## src/rtl/cpu_seq_pkg.sv

```systemverilog
// Shared types and constants for the TinyCPU instruction sequencer.
package cpu_seq_pkg;

  typedef enum logic [2:0] {HOST, FETCH, EXEC, JMPA, JMPD} seq_state_e;

  localparam logic [7:0] IDLE_INSTR = 8'hF0;
  localparam logic [5:0] JMP_PFX    = 6'b1111_01;
  localparam logic [5:0] MEM_PFX    = 6'b1111_11;
  localparam logic [5:0] RSV_PFX    = 6'b1111_10;

  localparam logic [1:0] CC_ALW  = 2'b00;
  localparam logic [1:0] CC_Z    = 2'b01;
  localparam logic [1:0] CC_NZ   = 2'b10;
  localparam logic [1:0] CC_HALT = 2'b11;

  typedef struct packed {
    logic       is_issue;
    logic       is_alu;
    logic       is_jmp;
    logic       is_mem;
    logic       is_rsv;
    logic [1:0] cc;
  } instr_dec_t;

  // ALU-class instructions are the only ones that update the zero flag
  function automatic logic is_alu_class(logic [7:0] instr);
    return (instr[7:6] != 2'b10) && (instr[7:4] != 4'hF);
  endfunction

endpackage

```

## src/rtl/cpu_sequencer_if.sv

```systemverilog
// Host instruction stream and instruction-memory read port of the sequencer.
interface cpu_sequencer_if #(
  parameter int unsigned WORDSIZE = 8,
  parameter int unsigned PC_BITS  = 4
) ();
  logic [WORDSIZE-1:0] host_instr;
  logic                host_valid;
  logic                host_ready;
  logic [PC_BITS-1:0]  imem_addr;
  logic [WORDSIZE-1:0] imem_data;

  // Host and memory side
  modport master (
    output host_instr, host_valid, imem_data,
    input  host_ready, imem_addr
  );

  // Sequencer side
  modport slave (
    input  host_instr, host_valid, imem_data,
    output host_ready, imem_addr
  );
endinterface

```

## src/rtl/seq_decode.sv

```systemverilog
// Combinational classifier for one instruction byte.
module seq_decode
  import cpu_seq_pkg::*;
(
  input  logic [7:0] instr,
  output instr_dec_t dec
);

  // Classify by prefix; anything not special is issued to the CPU
  always_comb begin
    dec          = '0;
    dec.is_jmp   = (instr[7:2] == JMP_PFX);
    dec.is_mem   = (instr[7:2] == MEM_PFX);
    dec.is_rsv   = (instr[7:2] == RSV_PFX);
    dec.is_alu   = is_alu_class(instr);
    dec.cc       = instr[1:0];
    dec.is_issue = !(dec.is_jmp || dec.is_mem || dec.is_rsv || (instr == IDLE_INSTR));
  end

endmodule

```

## src/rtl/cpu_sequencer.sv

```systemverilog
// Feeds the TinyCPU one instruction at a time from the host stream or from
// instruction memory, and executes jump/halt/memory-mode opcodes itself.
module cpu_sequencer
  import cpu_seq_pkg::*;
#(
  parameter int unsigned WORDSIZE = 8,
  parameter int unsigned PC_BITS  = 4
) (
  input  logic                clk,
  input  logic                rst,
  cpu_sequencer_if.slave      bus,
  input  logic                cpu_zf,
  output logic [WORDSIZE-1:0] cpu_instr,
  output logic [PC_BITS-1:0]  pc,
  output logic                mem_mode,
  output logic                done
);

  seq_state_e          state_q, state_d;
  logic [PC_BITS-1:0]  pc_q, pc_d;
  logic [WORDSIZE-1:0] cpu_instr_q, cpu_instr_d;
  logic                alu_q, alu_d;   // cpu_instr_q is ALU class
  logic                zf_q;
  logic [1:0]          cc_q, cc_d;
  logic                done_q, done_d;
  logic                take;

  instr_dec_t host_dec, imem_dec, dec;

  seq_decode u_host_dec (
    .instr (bus.host_instr),
    .dec   (host_dec)
  );

  seq_decode u_imem_dec (
    .instr (bus.imem_data),
    .dec   (imem_dec)
  );

  // Only HOST looks at the host byte; EXEC is the only other state that decodes
  assign dec = (state_q == HOST) ? host_dec : imem_dec;

  assign take = (cc_q == CC_ALW) || ((cc_q == CC_Z) && zf_q) || ((cc_q == CC_NZ) && !zf_q);

  // Next-state, pc and issue logic
  always_comb begin
    state_d     = state_q;
    pc_d        = pc_q;
    cpu_instr_d = IDLE_INSTR;
    alu_d       = 1'b0;
    cc_d        = cc_q;
    done_d      = 1'b0;
    case (state_q)
      HOST: begin
        if (bus.host_valid) begin
          if (dec.is_mem) begin
            pc_d    = '0;
            state_d = FETCH;
          end else if (dec.is_issue) begin
            cpu_instr_d = bus.host_instr;
            alu_d       = dec.is_alu;
          end
        end
      end
      FETCH: state_d = EXEC;
      EXEC: begin
        if (dec.is_issue) begin
          cpu_instr_d = bus.imem_data;
          alu_d       = dec.is_alu;
          pc_d        = pc_q + PC_BITS'(1);
          state_d     = FETCH;
        end else if (dec.is_jmp) begin
          if (dec.cc == CC_HALT) begin
            done_d  = 1'b1;
            state_d = HOST;
          end else begin
            cc_d    = dec.cc;
            state_d = JMPA;
          end
        end else if (dec.is_rsv || dec.is_mem) begin
          pc_d    = pc_q + PC_BITS'(1);
          state_d = FETCH;
        end else begin
          // Idle word in memory: step over it
          pc_d    = pc_q + PC_BITS'(1);
          state_d = FETCH;
        end
      end
      JMPA: state_d = JMPD;
      JMPD: begin
        pc_d    = take ? bus.imem_data[PC_BITS-1:0] : pc_q + PC_BITS'(2);
        state_d = FETCH;
      end
      default: state_d = HOST;
    endcase
  end

  // State registers with synchronous reset
  always_ff @(posedge clk) begin
    if (rst) begin
      state_q     <= HOST;
      pc_q        <= '0;
      cpu_instr_q <= IDLE_INSTR;
      alu_q       <= 1'b0;
      zf_q        <= 1'b0;
      cc_q        <= CC_ALW;
      done_q      <= 1'b0;
    end else begin
      state_q     <= state_d;
      pc_q        <= pc_d;
      cpu_instr_q <= cpu_instr_d;
      alu_q       <= alu_d;
      cc_q        <= cc_d;
      done_q      <= done_d;
      if (alu_q) zf_q <= cpu_zf;
    end
  end

  // Target byte sits right after the JMP opcode
  assign bus.imem_addr  = (state_q == JMPA) ? pc_q + PC_BITS'(1) : pc_q;
  assign bus.host_ready = (state_q == HOST);
  assign cpu_instr      = cpu_instr_q;
  assign pc             = pc_q;
  assign mem_mode       = (state_q != HOST);
  assign done           = done_q;

endmodule

```

## src/flat_wrapper.sv

```systemverilog
// flat-port wrapper written by rule: the top's interface ports become plain ports
module cpu_sequencer_flat import cpu_seq_pkg::*;
#(
  parameter int unsigned WORDSIZE = 8,
  parameter int unsigned PC_BITS  = 4
)
  (clk, rst, cpu_zf, cpu_instr, pc, mem_mode, done, bus_host_instr, bus_host_valid, bus_imem_data, bus_host_ready, bus_imem_addr);
  cpu_sequencer_if #(.WORDSIZE(WORDSIZE), .PC_BITS(PC_BITS)) bus_i ();
  input  logic clk;
  input  logic rst;
  input  logic cpu_zf;
  output logic [WORDSIZE-1:0] cpu_instr;
  output logic [PC_BITS-1:0] pc;
  output logic mem_mode;
  output logic done;
  input wire logic [$bits(bus_i.host_instr)-1:0] bus_host_instr;
  input wire logic [$bits(bus_i.host_valid)-1:0] bus_host_valid;
  input wire logic [$bits(bus_i.imem_data)-1:0] bus_imem_data;
  output wire logic [$bits(bus_i.host_ready)-1:0] bus_host_ready;
  output wire logic [$bits(bus_i.imem_addr)-1:0] bus_imem_addr;
  assign bus_i.host_instr = bus_host_instr;
  assign bus_i.host_valid = bus_host_valid;
  assign bus_i.imem_data = bus_imem_data;
  assign bus_host_ready = bus_i.host_ready;
  assign bus_imem_addr = bus_i.imem_addr;
  cpu_sequencer #(.WORDSIZE(WORDSIZE), .PC_BITS(PC_BITS)) u_core (.clk(clk), .rst(rst), .bus(bus_i), .cpu_zf(cpu_zf), .cpu_instr(cpu_instr), .pc(pc), .mem_mode(mem_mode), .done(done));
endmodule
```

## config.mk

```make
export PLATFORM = sky130hd
export DESIGN_NAME = cpu_sequencer_flat
export DESIGN_NICKNAME = d
export VERILOG_FILES = /design/src/rtl/cpu_seq_pkg.sv /design/src/rtl/cpu_sequencer_if.sv /design/src/rtl/seq_decode.sv /design/src/rtl/cpu_sequencer.sv /design/src/flat_wrapper.sv
export SDC_FILE = /design/constraint.sdc
export NUM_CORES = 1
export LEC_CHECK = 0
export ABC_AREA = 1
export BUFFER_PORTS_ARGS = -buffer_cell sky130_fd_sc_hd__buf_4
export CAP_MARGIN = 5
export CORE_ASPECT_RATIO = 0.7
export CORE_MARGIN = 2
export CORE_UTILIZATION = 46
export DETAILED_ROUTE_END_ITERATION = 12
export GPL_TIMING_DRIVEN = 0
export PLACE_DENSITY_LB_ADDON = 0.25
export SLEW_MARGIN = 0
export SYNTH_ARGS = -nofsm -noshare
export SYNTH_HDL_FRONTEND = slang
export SYNTH_SLANG_ARGS = --single-unit
```

## constraint.sdc

```tcl
create_clock -name clk -period 1.35 [get_ports clk]
set_clock_uncertainty 0.15 [all_clocks]
set_input_delay 0 -clock clk [delete_from_list [all_inputs] [get_ports clk]]
set_output_delay 0 -clock clk [all_outputs]
set_load 0.03 [all_outputs]
```

* Word level (Yosys, flattened, before mapping)
Cells that the tools add are included.
** Cells by class
- Eq/ne operators :: 22
- Reduce and logical (&&, ||, !) cells :: 23
- Multiplexer cells :: 24
- Bitwise logic cells :: 4
- $add $sub $neg :: 2
** Operator list (number)
- $eq A6 B6 Y1 const B :: 6
- $mux W8 :: 4
- $mux W4 :: 6
- $eq A8 B8 Y1 const B :: 2
- $pmux W8 S2 :: 1
- $pmux W3 S5 :: 1
- $pmux W4 S3 :: 1
- $mux W3 :: 3
- $logic_or A1 B1 Y1 :: 8
- $ne A4 B4 Y1 const B :: 2
- $reduce_and A4 Y1 :: 2
- $mux W7 :: 1
- $eq A3 B2 Y1 const B :: 2
- $ne A2 B2 Y1 const B :: 3
- $reduce_bool A3 Y1 :: 2
- $add A4 B1 Y4 const B :: 1
- $add A4 B2 Y4 const B :: 1
- $eq A2 B2 Y1 const B :: 2
- $logic_and A1 B1 Y1 :: 4
- $mux W1 :: 4
- $mux W2 :: 2
- $not A1 Y1 :: 4
- $reduce_or A4 Y1 :: 1
- $eq A3 B1 Y1 const B :: 1
- other kinds (9) :: 11
** Storage, ports and cells
- Bits of input ports :: 20
- Word-level logic and storage cells :: 82
- Output and inout bits :: 19
- Register bits after elaboration :: 20

* Longest topological paths before layout
Gate-level depths: netlist of run 1.
- Depth after elaboration :: 11
- Depth in mapped cells :: 10
- Depth with buffers taken out :: 10

* Modules after synthesis
Synthesis of run 1 repeated with hierarchy kept, for this count alone.
** Unflattened totals
- Cell total of the unflattened synthesis :: 197
- Area, all modules :: 1343.8 um2
** Modules (own cells, without submodules)
- cpu_sequencer :: instances 1, sequential area each 400.4 um2, cells each 157, area each 1158.6 um2
- seq_decode :: instances 2, sequential area each 0.0 um2, cells each 20, area each 92.6 um2

* Worst setup path after synthesis of run 1
OpenSTA, ideal clock, no wires.
- Path type :: register -> output
- Start point :: register u_core.pc_q[2], in the netlist u_core.pc[2]
- End point :: output bus_imem_addr[3]
- Data required time :: 1.200 ns
- Stages on the path, launching flop included :: 6
- Slack :: -0.302 ns
- Arrival :: 1.502 ns
- Buffers on the path :: 0
- Path through :: dfxtp_1 > ha_1 > nor2_1 > a21oi_1 > o21ai_0 > o21ai_1
** On the way
- Word-level cells in the longest chain between the ends :: 2
** Ends and longest elaborated chain
- start, declared :: line cpu_sequencer.sv:20 : logic [PC_BITS-1:0] pc_q, pc_d;
- start signal, assigned :: line cpu_sequencer.sv:110 : pc_q <= pc_d;
- $add A4 B1 Y4 :: line cpu_sequencer.sv:120 : assign bus.imem_addr = (state_q == JMPA) ? pc_q + PC_BITS'(1) : pc_q;
- $mux W4 :: line cpu_sequencer.sv:120
- end, declared :: line flat_wrapper.sv:20 : output wire logic [$bits(bus_i.imem_addr)-1:0] bus_imem_addr;
Every way passes these cells.

* Worst setup path in the final report of run 1
- Start point :: register u_core.state_q[0]
- End point :: register u_core.alu_q
** On the way
- Word-level cells in the longest chain between the ends :: 6
- Elaborated cells on any way between the ends :: 7
- Those cells by class :: 1 x eq/ne; 5 x mux; 1 x reduce/logical
** Ends and longest elaborated chain
- start, declared :: line cpu_sequencer.sv:19 : seq_state_e state_q, state_d;
- start signal, assigned :: line cpu_sequencer.sv:109 : state_q <= state_d;
- $logic_not A3 Y1 :: line cpu_sequencer.sv:41, cpu_sequencer.sv:53
- $mux W7 :: line cpu_sequencer.sv:41 : assign dec = (state_q == HOST) ? host_dec : imem_dec;
- $mux W1 :: line cpu_sequencer.sv:59, cpu_sequencer.sv:67
- $mux W1 :: line cpu_sequencer.sv:56 : if (dec.is_mem) begin
- $mux W1 :: line cpu_sequencer.sv:55 : if (bus.host_valid) begin
- $pmux W1 S2 * :: line cpu_sequencer.sv:53 : case (state_q)
- end signal, assigned :: line cpu_sequencer.sv:112 : alu_q <= alu_d;
- end, declared :: line cpu_sequencer.sv:22 : logic alu_q, alu_d;
Every way passes the cells marked *; elsewhere a longest branch is shown, timed or not.
A chain may end at the register's enable or synchronous reset.

==> flow_summary.ini, run 1 <==
[status]
result_of_the_run = complete, but fails checks
failed_checks = negative setup slack

[routing]
number_of_vias_per_cell = 5.18
remaining_drc_errors = 0
dr.first_iter.drc_count = 111
route.vias.total = 1584
detail_route.wl_per_cell_um = 13.9
dr.pass1.iters = 4
finalWirelength_um = 4260
final_antenna_net_count = 0

[critical_path]
setup.worst_path.start = u_core.state_q[0]
critical_path_peak_fanout = 6
critPathCaptureType = register
worst_setup_path_start_kind = register
setup.worst_path.class = reg -> reg
reg2reg_from = u_core.state_q[0]
timing.critical_path.arrival_ns = 1.62
worstPathRequired_ns = 1.36

[timing]
fmax_mhz = 624
final_hold_viol_count = 0
finalMaxSlewViolations = 0
layout_setup_ws_ns = -0.254
final.min_clock_period_ns = 1.60
worstMarginPinSlew_ns = 0.422
period_share_pct = 119
report.final.setup_viol = 24
max_slew_margin_vs_limit_pct = 71.8
rsz_0062_raised_after_global_routing = true

[floorplan]
dieHeight_um = 48.3
width_of_the_die_um = 67.3
fp-row-count = 16
top_level_ports = 39
start_util_pct = 47.1
fp.dieArea_um2 = 3250
core_area_um2 = 2740

[power_and_ir_drop]
totalPowerFinal_mw = 1.45
leakagePower_nw = 1.00
worst_ir_drop_vdd_v = 0.000535
p_per_area_nw_per_um2 = 670

[layout]
drive_gt1_share_pct = 43.0
antenna-diode-count = 0
syn_to_final_growth_pct = 67.4
finalNetCount = 293
layout.filler_cells = 177
utilization_pct = 78.8

[place]
gp_routability_congestion = 0.832
portbufs = 38
detailed_place_hpwl_um = 2610

[yosys]
synthDistinctLibCells = 31
syn_nets = 218
syn-cell-area_um2 = 1290
number_of_flip_flops_and_latches_in_the_synthesized_netlist = 20
syn_inst = 196
yosys_warnings = 0
postSynthAreaPerCell_um2 = 6.59
ys_seq_area_share_pct = 31.0

[global_route]
grt.total_usage_pct = 25.4
grt_start_max_net_pins = 12
grt.overflow.total = 0
first_global_vias = 1375
grt_first_pass_wirelength_um = 6330
number_of_antenna_violations_at_the_first_check_in_global_routing = 0

[flow_run]
maxCapViolations = 0

[clocking]
cts_num_sinks = 20
tritoncts = yes
tritoncts.num_buffers = 3
cts.clk_slew.worst_paths_ns = 0.07
clockRootBuffer = sky130_fd_sc_hd__clkbuf_8
h-tree-depth = 1
cts.path.max_buffers = 2
clkLatencyLatePin_ns = 0.26

[worst_hold_path]
worst_hold_path_type = in -> reg
worstHoldStart = bus_host_instr[0]
routing by layer:
metal | vias up | track usage, % | wire, um
met3 | 15 | 6.98 | 326
met4 | 0 | 6.80 | 146
li1 | 784 | - | -
met5 | - | 0 | 0
met2 | 70 | 37.3 | 1940
met1 | 715 | 36.6 | 1850
what timing repair did:
action / 4_1_cts / 5_1_grt
endpoints found under the hold margin: 14 / 1
gates resized for setup: 17 / 31
buffers inserted: 7 / 5
cloned: 0 / 1
setup endpoints to repair: 22 / 23
pin swaps: 3 / 12
hold buffers: 18 / 1
cells in the mapped netlist:
cell / number / area share (%)
sky130_fd_sc_hd__o221ai_1: 1 / 0.68
sky130_fd_sc_hd__o21ai_0: 9 / 3.5
sky130_fd_sc_hd__nor2_2: 4 / 1.9
sky130_fd_sc_hd__o21bai_1: 5 / 2.9
sky130_fd_sc_hd__or2_2: 1 / 0.48
sky130_fd_sc_hd__nand3_2: 1 / 0.78
sky130_fd_sc_hd__o21ai_2: 1 / 0.68
sky130_fd_sc_hd__nand3b_1: 1 / 0.58
sky130_fd_sc_hd__nor3_2: 3 / 2.3
sky130_fd_sc_hd__nand2_1: 48 / 14
sky130_fd_sc_hd__xor2_1: 1 / 0.68
sky130_fd_sc_hd__o21ai_1: 7 / 2.7
sky130_fd_sc_hd__nor2_4: 2 / 1.7
sky130_fd_sc_hd__inv_1: 26 / 7.6
sky130_fd_sc_hd__inv_2: 5 / 1.5
sky130_fd_sc_hd__xnor2_1: 1 / 0.68
sky130_fd_sc_hd__nand4_1: 4 / 1.9
sky130_fd_sc_hd__a31oi_1: 1 / 0.48
sky130_fd_sc_hd__o22ai_1: 1 / 0.48
sky130_fd_sc_hd__ha_1: 2 / 1.9
sky130_fd_sc_hd__buf_4: 1 / 0.58
sky130_fd_sc_hd__dfxtp_1: 20 / 31
sky130_fd_sc_hd__nand4_4: 1 / 1.6
sky130_fd_sc_hd__nand2_4: 1 / 0.87
sky130_fd_sc_hd__clkinv_1: 1 / 0.29
sky130_fd_sc_hd__buf_6: 1 / 0.87
sky130_fd_sc_hd__a21oi_1: 9 / 3.5
sky130_fd_sc_hd__o211ai_1: 4 / 2.3
sky130_fd_sc_hd__nor2_1: 23 / 6.7
sky130_fd_sc_hd__nand2_2: 5 / 2.4
sky130_fd_sc_hd__nand3_1: 6 / 2.3
layout make-up:
| type | count | area, um^2 | share of cell area (%) |
|---|---|---|---|
| sequential | 20 | 420 | 19.4 |
| clock buffer | 4 | 55.1 | 2.55 |
| multi-input combinational | 142 | 898 | 41.6 |
| buffer | 2 | 26.3 | 1.22 |
| timing repair buffer | 70 | 589 | 27.3 |
| inverter | 32 | 128 | 5.90 |
| tap | 36 | 45.0 | 2.08 |
stage by stage:
stage                     setup slack, ns  std cells  setup TNS [ns]  area [um^2]  hold WS (ns)
final                              -0.254        306           -3.39         2160       0.00878
after global routing               -0.318        306           -5.34         2160       0.00967
after CTS                          -0.163        299           -2.65         2010        -0.109
after detailed placement           -0.164        270           -2.03         1660        0.0557
after global placement             -0.169        270           -1.79         1660        0.0542
after floorplan                   -0.0328        196          -0.110         1330       -0.0883
registers in the layout, summed over array words and instances, names as in the netlist:
signal / flops
u_core.cpu_instr: 8
u_core.pc: 4
u_core.state_q: 3
u_core.cc_q: 2
u_core.alu_q: 1
u_core.done: 1
u_core.zf_q: 1
logic make-up (layout without fill, tap and decap cells):
kind of cell | Yosys count | count (layout) | synth area share (%)
compound gates | 38 | 38 | 17.2
xor+xnor | 2 | 2 | 1.36
fa+ha+maj | 2 | 2 | 1.94
buf+inv | 34 | 108 | 10.8
flops | 20 | 20 | 31.0
simple gates | 100 | 100 | 37.7
cell usage in the layout (no fill, tap or decap), types with 4 or more instances in the layout:
master | Yosys | routed
sky130_fd_sc_hd__a21oi_1 | 9 | 7
sky130_fd_sc_hd__buf_4 | 1 | 45
sky130_fd_sc_hd__buf_6 | 1 | 6
sky130_fd_sc_hd__clkbuf_8 | 0 | 4
sky130_fd_sc_hd__dfxtp_1 | 20 | 14
sky130_fd_sc_hd__dfxtp_4 | 0 | 5
sky130_fd_sc_hd__dlygate4sd3_1 | 0 | 19
sky130_fd_sc_hd__inv_1 | 26 | 23
sky130_fd_sc_hd__inv_2 | 5 | 6
sky130_fd_sc_hd__nand2_1 | 48 | 42
sky130_fd_sc_hd__nand2_2 | 5 | 8
sky130_fd_sc_hd__nand2_4 | 1 | 4
sky130_fd_sc_hd__nand3_1 | 6 | 5
sky130_fd_sc_hd__nand4_1 | 4 | 4
sky130_fd_sc_hd__nor2_1 | 23 | 14
sky130_fd_sc_hd__nor2_2 | 4 | 11
sky130_fd_sc_hd__nor2_4 | 2 | 4
sky130_fd_sc_hd__o211ai_1 | 4 | 4
sky130_fd_sc_hd__o21ai_0 | 9 | 6
sky130_fd_sc_hd__o21ai_1 | 7 | 5
sky130_fd_sc_hd__o21ai_2 | 1 | 5
sky130_fd_sc_hd__o21bai_1 | 5 | 5
worst paths after layout:
path                    end  slack [ns]  depth (start not counted)
max            u_core.alu_q       -0.25                          6
min reg2reg     u_core.zf_q        0.28                          1
min          u_core.cc_q[1]       0.009                          4
max reg2reg    u_core.alu_q       -0.25                          6
report_power, final:
part	internal (mW)	switching (mW)
registers	0.605	0.0133
logic	0.169	0.201
clock network	0.260	0.201
critical path: stages, from the launching register on:
cell and delay [ns]:
sky130_fd_sc_hd__dfxtp_4 0.36, sky130_fd_sc_hd__nor2_4 0.16, sky130_fd_sc_hd__nand2_4 0.11, sky130_fd_sc_hd__buf_8 0.16, sky130_fd_sc_hd__a31oi_1 0.16, sky130_fd_sc_hd__o221ai_1 0.17
sky130_fd_sc_hd__nor2_1 0.24
No activity file was read; power rests on OpenSTA's default activity.
==> run 2: changes to the inputs <==
--- a/config.mk
+++ b/config.mk
@@ -5,12 +5,11 @@
 export SDC_FILE = /design/constraint.sdc
 export NUM_CORES = 1
 export LEC_CHECK = 0
-export ABC_AREA = 1
 export BUFFER_PORTS_ARGS = -buffer_cell sky130_fd_sc_hd__buf_4
 export CAP_MARGIN = 5
 export CORE_ASPECT_RATIO = 0.7
 export CORE_MARGIN = 2
-export CORE_UTILIZATION = 46
+export CORE_UTILIZATION = 45
 export DETAILED_ROUTE_END_ITERATION = 12
 export GPL_TIMING_DRIVEN = 0
 export PLACE_DENSITY_LB_ADDON = 0.25
==> run 2 against run 1 <==
Effect of this change:
- the flow still finishes with violations (negative setup slack)
- total power is 5.2% higher
- non-clock buffer count is 9 higher
- die area is 2.9% lower
- synthesized cell count is 27% lower
- global-route usage is 6.6 points higher
- wire length is 51% higher
- critical endpoint unchanged
- largest cell class unchanged
- largest power group is now the clock network
==> flow_summary.ini, run 2 <==
[power_and_ir_drop]
power_switching_mw = 0.399
p_per_area_nw_per_um2 = 681
pwr-share-clk_pct = 41.7
leakagePower_nw = 0.932
power.share.switching_pct = 26.2
power_frac_comb_pct = 18.5
worst_ir_drop_vdd_v = 0.000661
intPower_mw = 1.12
p_seq_share_pct = 39.8

[timing]
finalHoldWorstSlack_ns = 0.0188
final.min_clock_period_ns = 1.82
max_slew_margin_vs_limit_pct = 57.1
final.setup.tns_ns = -7.92
layout_setup_ws_ns = -0.474
finalMaxSlewViolations = 0
fmax_mhz = 548
report.final.setup_viol = 24
final_hold_viol_count = 0
rsz_0062_raised_after_global_routing = true
worstMarginPinSlew_ns = 0.644
period_share_pct = 135

[flow_run]
maxCapViolations = 0

[clocking]
tritoncts.num_buffers = 3
tritoncts = yes
h-tree-depth = 1
clockRootBuffer = sky130_fd_sc_hd__clkbuf_8
clkLatencyLatePin_ns = 0.28
cts_num_sinks = 20
cts.path.max_buffers = 2
cts.clk_slew.worst_paths_ns = 0.08

[routing]
dr.pass1.iters = 6
detail_route.wl_per_cell_um = 25.1
dr.first_iter.drc_count = 272
number_of_vias_per_cell = 7.08
final_antenna_net_count = 0
route.vias.total = 1813
remaining_drc_errors = 0
finalWirelength_um = 6420

[yosys]
ys_seq_area_share_pct = 32.7
yosysTopAreaCellShare_pct = 32.7
syn_inst = 144
postSynthAreaPerCell_um2 = 8.50
number_of_flip_flops_and_latches_in_the_synthesized_netlist = 20
synthDistinctLibCells = 46
synth_edf_count = 0
ys_top_cells_by_count = 20 x sky130_fd_sc_hd__dfxtp_1, 12 x sky130_fd_sc_hd__nand2_1, 12 x sky130_fd_sc_hd__nor2_1
synth_area_leader_cell = sky130_fd_sc_hd__dfxtp_1
syn-cell-area_um2 = 1220
synth_top_cells_by_area = sky130_fd_sc_hd__dfxtp_1 33%, sky130_fd_sc_hd__mux2_2 3.7%, sky130_fd_sc_hd__nand2_1 3.7%
most_frequent_cell_after_synthesis = sky130_fd_sc_hd__dfxtp_1
yosys_warnings = 0
synth_async_sr_flop_share_pct = 0
dominantRegCellSynth = sky130_fd_sc_hd__dfxtp_1
syn_nets = 166

[floorplan]
dieHeight_um = 47.6
top_level_ports = 39
start_util_pct = 48.7
width_of_the_die_um = 66.3
core_area_um2 = 2510
fp-row-count = 15
fp.dieArea_um2 = 3160

[layout]
most_common_library_cell_in_the_layout_ignoring_fill_and_taps = sky130_fd_sc_hd__buf_4
finalNetCount = 245
largest_register_ff_count = 8
utilization_pct = 89.0
drive_gt1_share_pct = 50.9
syn_to_final_growth_pct = 82.8
mostFrequentLayoutCells = 53 x sky130_fd_sc_hd__buf_4, 17 x sky130_fd_sc_hd__dlygate4sd3_1, 12 x sky130_fd_sc_hd__dfxtp_1
antenna-diode-count = 0
finish.cell_count_without_fillers = 256

[critical_path]
worst_setup_path_start_kind = register
critPathCaptureType = register
timing.critical_path.arrival_ns = 1.89
critical_path_peak_fanout = 6
worstPathRequired_ns = 1.42
setup.worst_path.class = reg -> reg

[global_route]
grt_first_pass_wirelength_um = 7270
number_of_antenna_violations_at_the_first_check_in_global_routing = 1
grt_start_max_net_pins = 13
first_global_vias = 1485
grt.total_usage_pct = 32.1
grt.overflow.total = 0

[place]
placement.setup.worst_slack_ns = -0.523
detailed_place_hpwl_um = 2610
gp_routability_congestion = 0.929
dp_cells = 216
portbufs = 38

[status]
failed_checks = negative setup slack
result_of_the_run = complete, but fails checks

[worst_hold_path]
worst_hold_path_type = in -> reg
[run 2: cell types whose count changed after synthesis, sizes merged, moves of 4 or more]
cell / change
o21bai: -5
nor2: -17
inv: -27
nand2b: +4
mux2: +4
nand2: -42
o21ai: -11
[run 2: through the flow]
| stage | total power, mW | cell area [um^2] |
|---|---|---|
| detailed placement | 0.812 | 1640 |
| floorplan | 0.709 | 1310 |
| global placement | 0.807 | 1640 |
| CTS | 1.46 | 2070 |
| global route | 1.54 | 2240 |
| finish | 1.52 | 2240 |
[run 2: timing repair]
action                     CTS  global route
setup endpoints to repair   24            24
setup buffers               13             6
gates cloned                 1             0
pin swaps                    9            10
hold buffers                17             0
resized for setup           25            22
hold endpoints to repair    14             0
[run 2: kinds of logic after synthesis]
family          share of synthesized area, %
mux                                     4.50
buf+inv                                 4.29
xor+xnor                                2.86
simple gates                            24.2
compound gates                          29.3
fa+ha+maj                               2.04
flops                                   32.7
[run 2: final cells by class]
class	instances	area (um^2)
timing repair buffer	75	632
fill	108	278
clock inverter	1	30.0
sequential	20	418
tap	34	42.5
clock buffer	3	41.3
buffer	6	46.3
inverter	4	18.8
multi-input combinational	113	1010
[run 2: worst paths after layout]
kind / startpoint / endpoint / slack (ns) / depth (start not counted)
worst max-delay path: u_core.state_q[0] / u_core.alu_q / -0.47 / 5
worst max register to register: u_core.state_q[0] / u_core.alu_q / -0.47 / 5
worst min register to register: u_core.cc_q[0] / u_core.cc_q[0] / 0.39 / 1
worst min-delay path: bus_imem_data[1] / u_core.cc_q[0] / 0.02 / 3
[run 2: worst max-delay path, cell delays in order, from the launching register on]
cell                       delay (ns)
sky130_fd_sc_hd__dfxtp_4         0.36
sky130_fd_sc_hd__or3_4           0.36
sky130_fd_sc_hd__buf_6           0.15
sky130_fd_sc_hd__a311oi_4        0.39
sky130_fd_sc_hd__o221ai_1        0.23
sky130_fd_sc_hd__nor2_1          0.13
[run 2: power groups by stage]
stage	registers, mW	logic [mW]	clock network, mW
after global routing	0.607	0.288	0.648
after floorplan	0.642	0.0667	0
after global placement	0.620	0.188	0
after CTS	0.605	0.241	0.611
final	0.606	0.282	0.635
after detailed placement	0.620	0.191	0
[run 2: per-layer routing]
layer  wire length [um]  up-vias  track usage [%]
met5                  0        -                0
met4                570        0             15.5
met3                850       77             12.2
met2               2740      200             51.0
met1               2260      828             39.3
li1                   -      708                -
==> run 3: changes to the inputs <==
--- a/config.mk
+++ b/config.mk
@@ -7,12 +7,15 @@
 export LEC_CHECK = 0
 export BUFFER_PORTS_ARGS = -buffer_cell sky130_fd_sc_hd__buf_4
 export CAP_MARGIN = 5
+export CELL_PAD_IN_SITES_DETAIL_PLACEMENT = 0
+export CELL_PAD_IN_SITES_GLOBAL_PLACEMENT = 1
 export CORE_ASPECT_RATIO = 0.7
 export CORE_MARGIN = 2
-export CORE_UTILIZATION = 45
+export CORE_UTILIZATION = 33
 export DETAILED_ROUTE_END_ITERATION = 12
 export GPL_TIMING_DRIVEN = 0
-export PLACE_DENSITY_LB_ADDON = 0.25
+export PLACE_DENSITY_LB_ADDON = 0.1
+export RECOVER_POWER = 100
 export SLEW_MARGIN = 0
 export SYNTH_ARGS = -nofsm -noshare
 export SYNTH_HDL_FRONTEND = slang
==> run 3 against run 2 <==
Effect of this change:
- the run still ends with negative setup slack left
- sequential share of layout area shrank 1.3 points
- sequential cell count did not move
- critical path depth decreased by 1
- final cell count up 8.2%
- clock power decreased by 2%
- total power down 1.5%
- die area is 34% higher
- utilization is 21 points lower
- worst setup slack better by 0.16 ns
==> flow_summary.ini, run 3 (synthesis gave the netlist of run 2 again) <==
[layout]
syn_to_final_growth_pct = 96.8
antenna-diode-count = 0
most_common_library_cell_in_the_layout_ignoring_fill_and_taps = sky130_fd_sc_hd__buf_4
finish.cell_count_without_fillers = 277
utilization_pct = 68.1
largest_register_ff_count = 8
finalNetCount = 250
mostFrequentLayoutCells = 37 x sky130_fd_sc_hd__buf_4, 18 x sky130_fd_sc_hd__dlygate4sd3_1, 17 x sky130_fd_sc_hd__buf_6
drive_gt1_share_pct = 53.3

[floorplan]
top_level_ports = 39
width_of_the_die_um = 76.8
dieHeight_um = 54.9
start_util_pct = 34.6
fp-row-count = 18
core_area_um2 = 3540
fp.dieArea_um2 = 4220

[place]
detailed_place_hpwl_um = 2950
dp_cells = 232
portbufs = 38
gp_routability_congestion = 0.813
placement.setup.worst_slack_ns = -0.543

[routing]
dr.pass1.iters = 4
number_of_vias_per_cell = 5.59
route.vias.total = 1549
remaining_drc_errors = 0
dr.first_iter.drc_count = 142
final_antenna_net_count = 0
detail_route.wl_per_cell_um = 18.5
finalWirelength_um = 5110

[global_route]
number_of_antenna_violations_at_the_first_check_in_global_routing = 0
globalRouteMet1Util_pct = 30.9
grt_start_max_net_pins = 13
groute.layer.met3.usage_pct = 5.52
grt.total_usage_pct = 21.6
grt.busiest_layer = met2
groute.layer.met2.usage_pct = 33.0
grt.overflow.total = 0
grt_first_pass_wirelength_um = 6850
first_global_vias = 1345

[power_and_ir_drop]
p_per_area_nw_per_um2 = 623
power_switching_mw = 0.384
p_seq_share_pct = 40.2
intPower_mw = 1.12
worst_ir_drop_vdd_v = 0.000415
pwr-share-clk_pct = 41.6
leakagePower_nw = 0.933
totalPowerFinal_mw = 1.50
power.share.switching_pct = 25.6
power_frac_comb_pct = 18.2

[timing]
report.final.setup_viol = 24
fmax_mhz = 600
period_share_pct = 123
final.min_clock_period_ns = 1.67
max_slew_margin_vs_limit_pct = 56.5
rsz_0062_raised_after_global_routing = true
layout_setup_ws_ns = -0.317
worstMarginPinSlew_ns = 0.653
finalMaxSlewViolations = 0
final_hold_viol_count = 0

[clocking]
cts_num_sinks = 20
tritoncts = yes
tritoncts.num_buffers = 3
h-tree-depth = 1
cts.path.max_buffers = 2
clockRootBuffer = sky130_fd_sc_hd__clkbuf_8
cts.clk_slew.worst_paths_ns = 0.09
clkLatencyLatePin_ns = 0.28

[critical_path]
timing.critical_path.cells = or3_4 -> a311oi_4 -> o221ai_1 -> nor2_1
timing.critical_path.arrival_ns = 1.71
critPathCaptureType = register
worst_setup_path_start_kind = register
setup.worst_path.class = reg -> reg
worstPathRequired_ns = 1.40
crit_family = simple AND/OR/NAND/NOR gates
critical-path-max-stage-delay_ns = 0.44
crit_slowest_cell = sky130_fd_sc_hd__or3_4
timing.critical_path.buf_inv = 0
critical_path_peak_fanout = 6
r2r_slack_ns = -0.32

[status]
failed_checks = negative setup slack
result_of_the_run = complete, but fails checks

[flow_run]
maxCapViolations = 0

[worst_hold_path]
worst_hold_path_type = in -> reg
-- run 3: per-stage QoR --
step                      setup TNS (ns)  instance area (um^2)  hold WS (ns)
final                              -5.68                  2410        0.0113
after global routing               -6.84                  2410        0.0240
after CTS                          -4.83                  2170        0.0161
after detailed placement           -5.89                  1660        0.0942
after global placement             -5.48                  1660        0.0891
after floorplan                    -2.43                  1310       -0.0276
-- run 3: power groups by stage --
| stage | clock [mW] | sequential (mW) | combinational [mW] |
|---|---|---|---|
| after floorplan | 0 | 0.642 | 0.0667 |
| after global placement | 0 | 0.620 | 0.195 |
| after detailed placement | 0 | 0.620 | 0.196 |
| after CTS | 0.632 | 0.603 | 0.250 |
| after global routing | 0.652 | 0.604 | 0.289 |
| final | 0.624 | 0.603 | 0.274 |
-- run 3: repair_timing --
item,4_1_cts,5_1_grt
pin swaps,11,15
setup endpoints to repair,24,24
resized for setup,38,40
hold endpoints to repair,14,0
hold buffers,18,0
buffers inserted,15,9
-- run 3: layout make-up --
type | count | area (um^2)
clock buffer | 3 | 41.3
buffer | 6 | 53.8
tap | 50 | 62.6
fill | 265 | 1130
clock inverter | 1 | 30.0
multi-input combinational | 113 | 1120
timing repair buffer | 80 | 664
sequential | 20 | 418
inverter | 4 | 18.8
-- run 3: worst min-delay path: stages --
cell	delay, ns
sky130_fd_sc_hd__buf_4	0.15
sky130_fd_sc_hd__o31ai_4	0.09
sky130_fd_sc_hd__a211oi_2	0.15
-- run 3: path summary, 6_finish.rpt --
check,from,endpoint,depth (start not counted)
setup / recovery,u_core.state_q[0],u_core.alu_q,4
hold / removal,bus_host_instr[3],u_core.state_q[0],3
setup reg to reg,u_core.state_q[0],u_core.alu_q,4
hold reg to reg,u_core.zf_q,u_core.zf_q,2
-- run 3: metal layers --
| metal | wire (um) | up-vias |
|---|---|---|
| met5 | 0 | - |
| met4 | 87 | 0 |
| met3 | 408 | 10 |
| met2 | 2370 | 68 |
| met1 | 2250 | 750 |
| li1 | - | 721 |
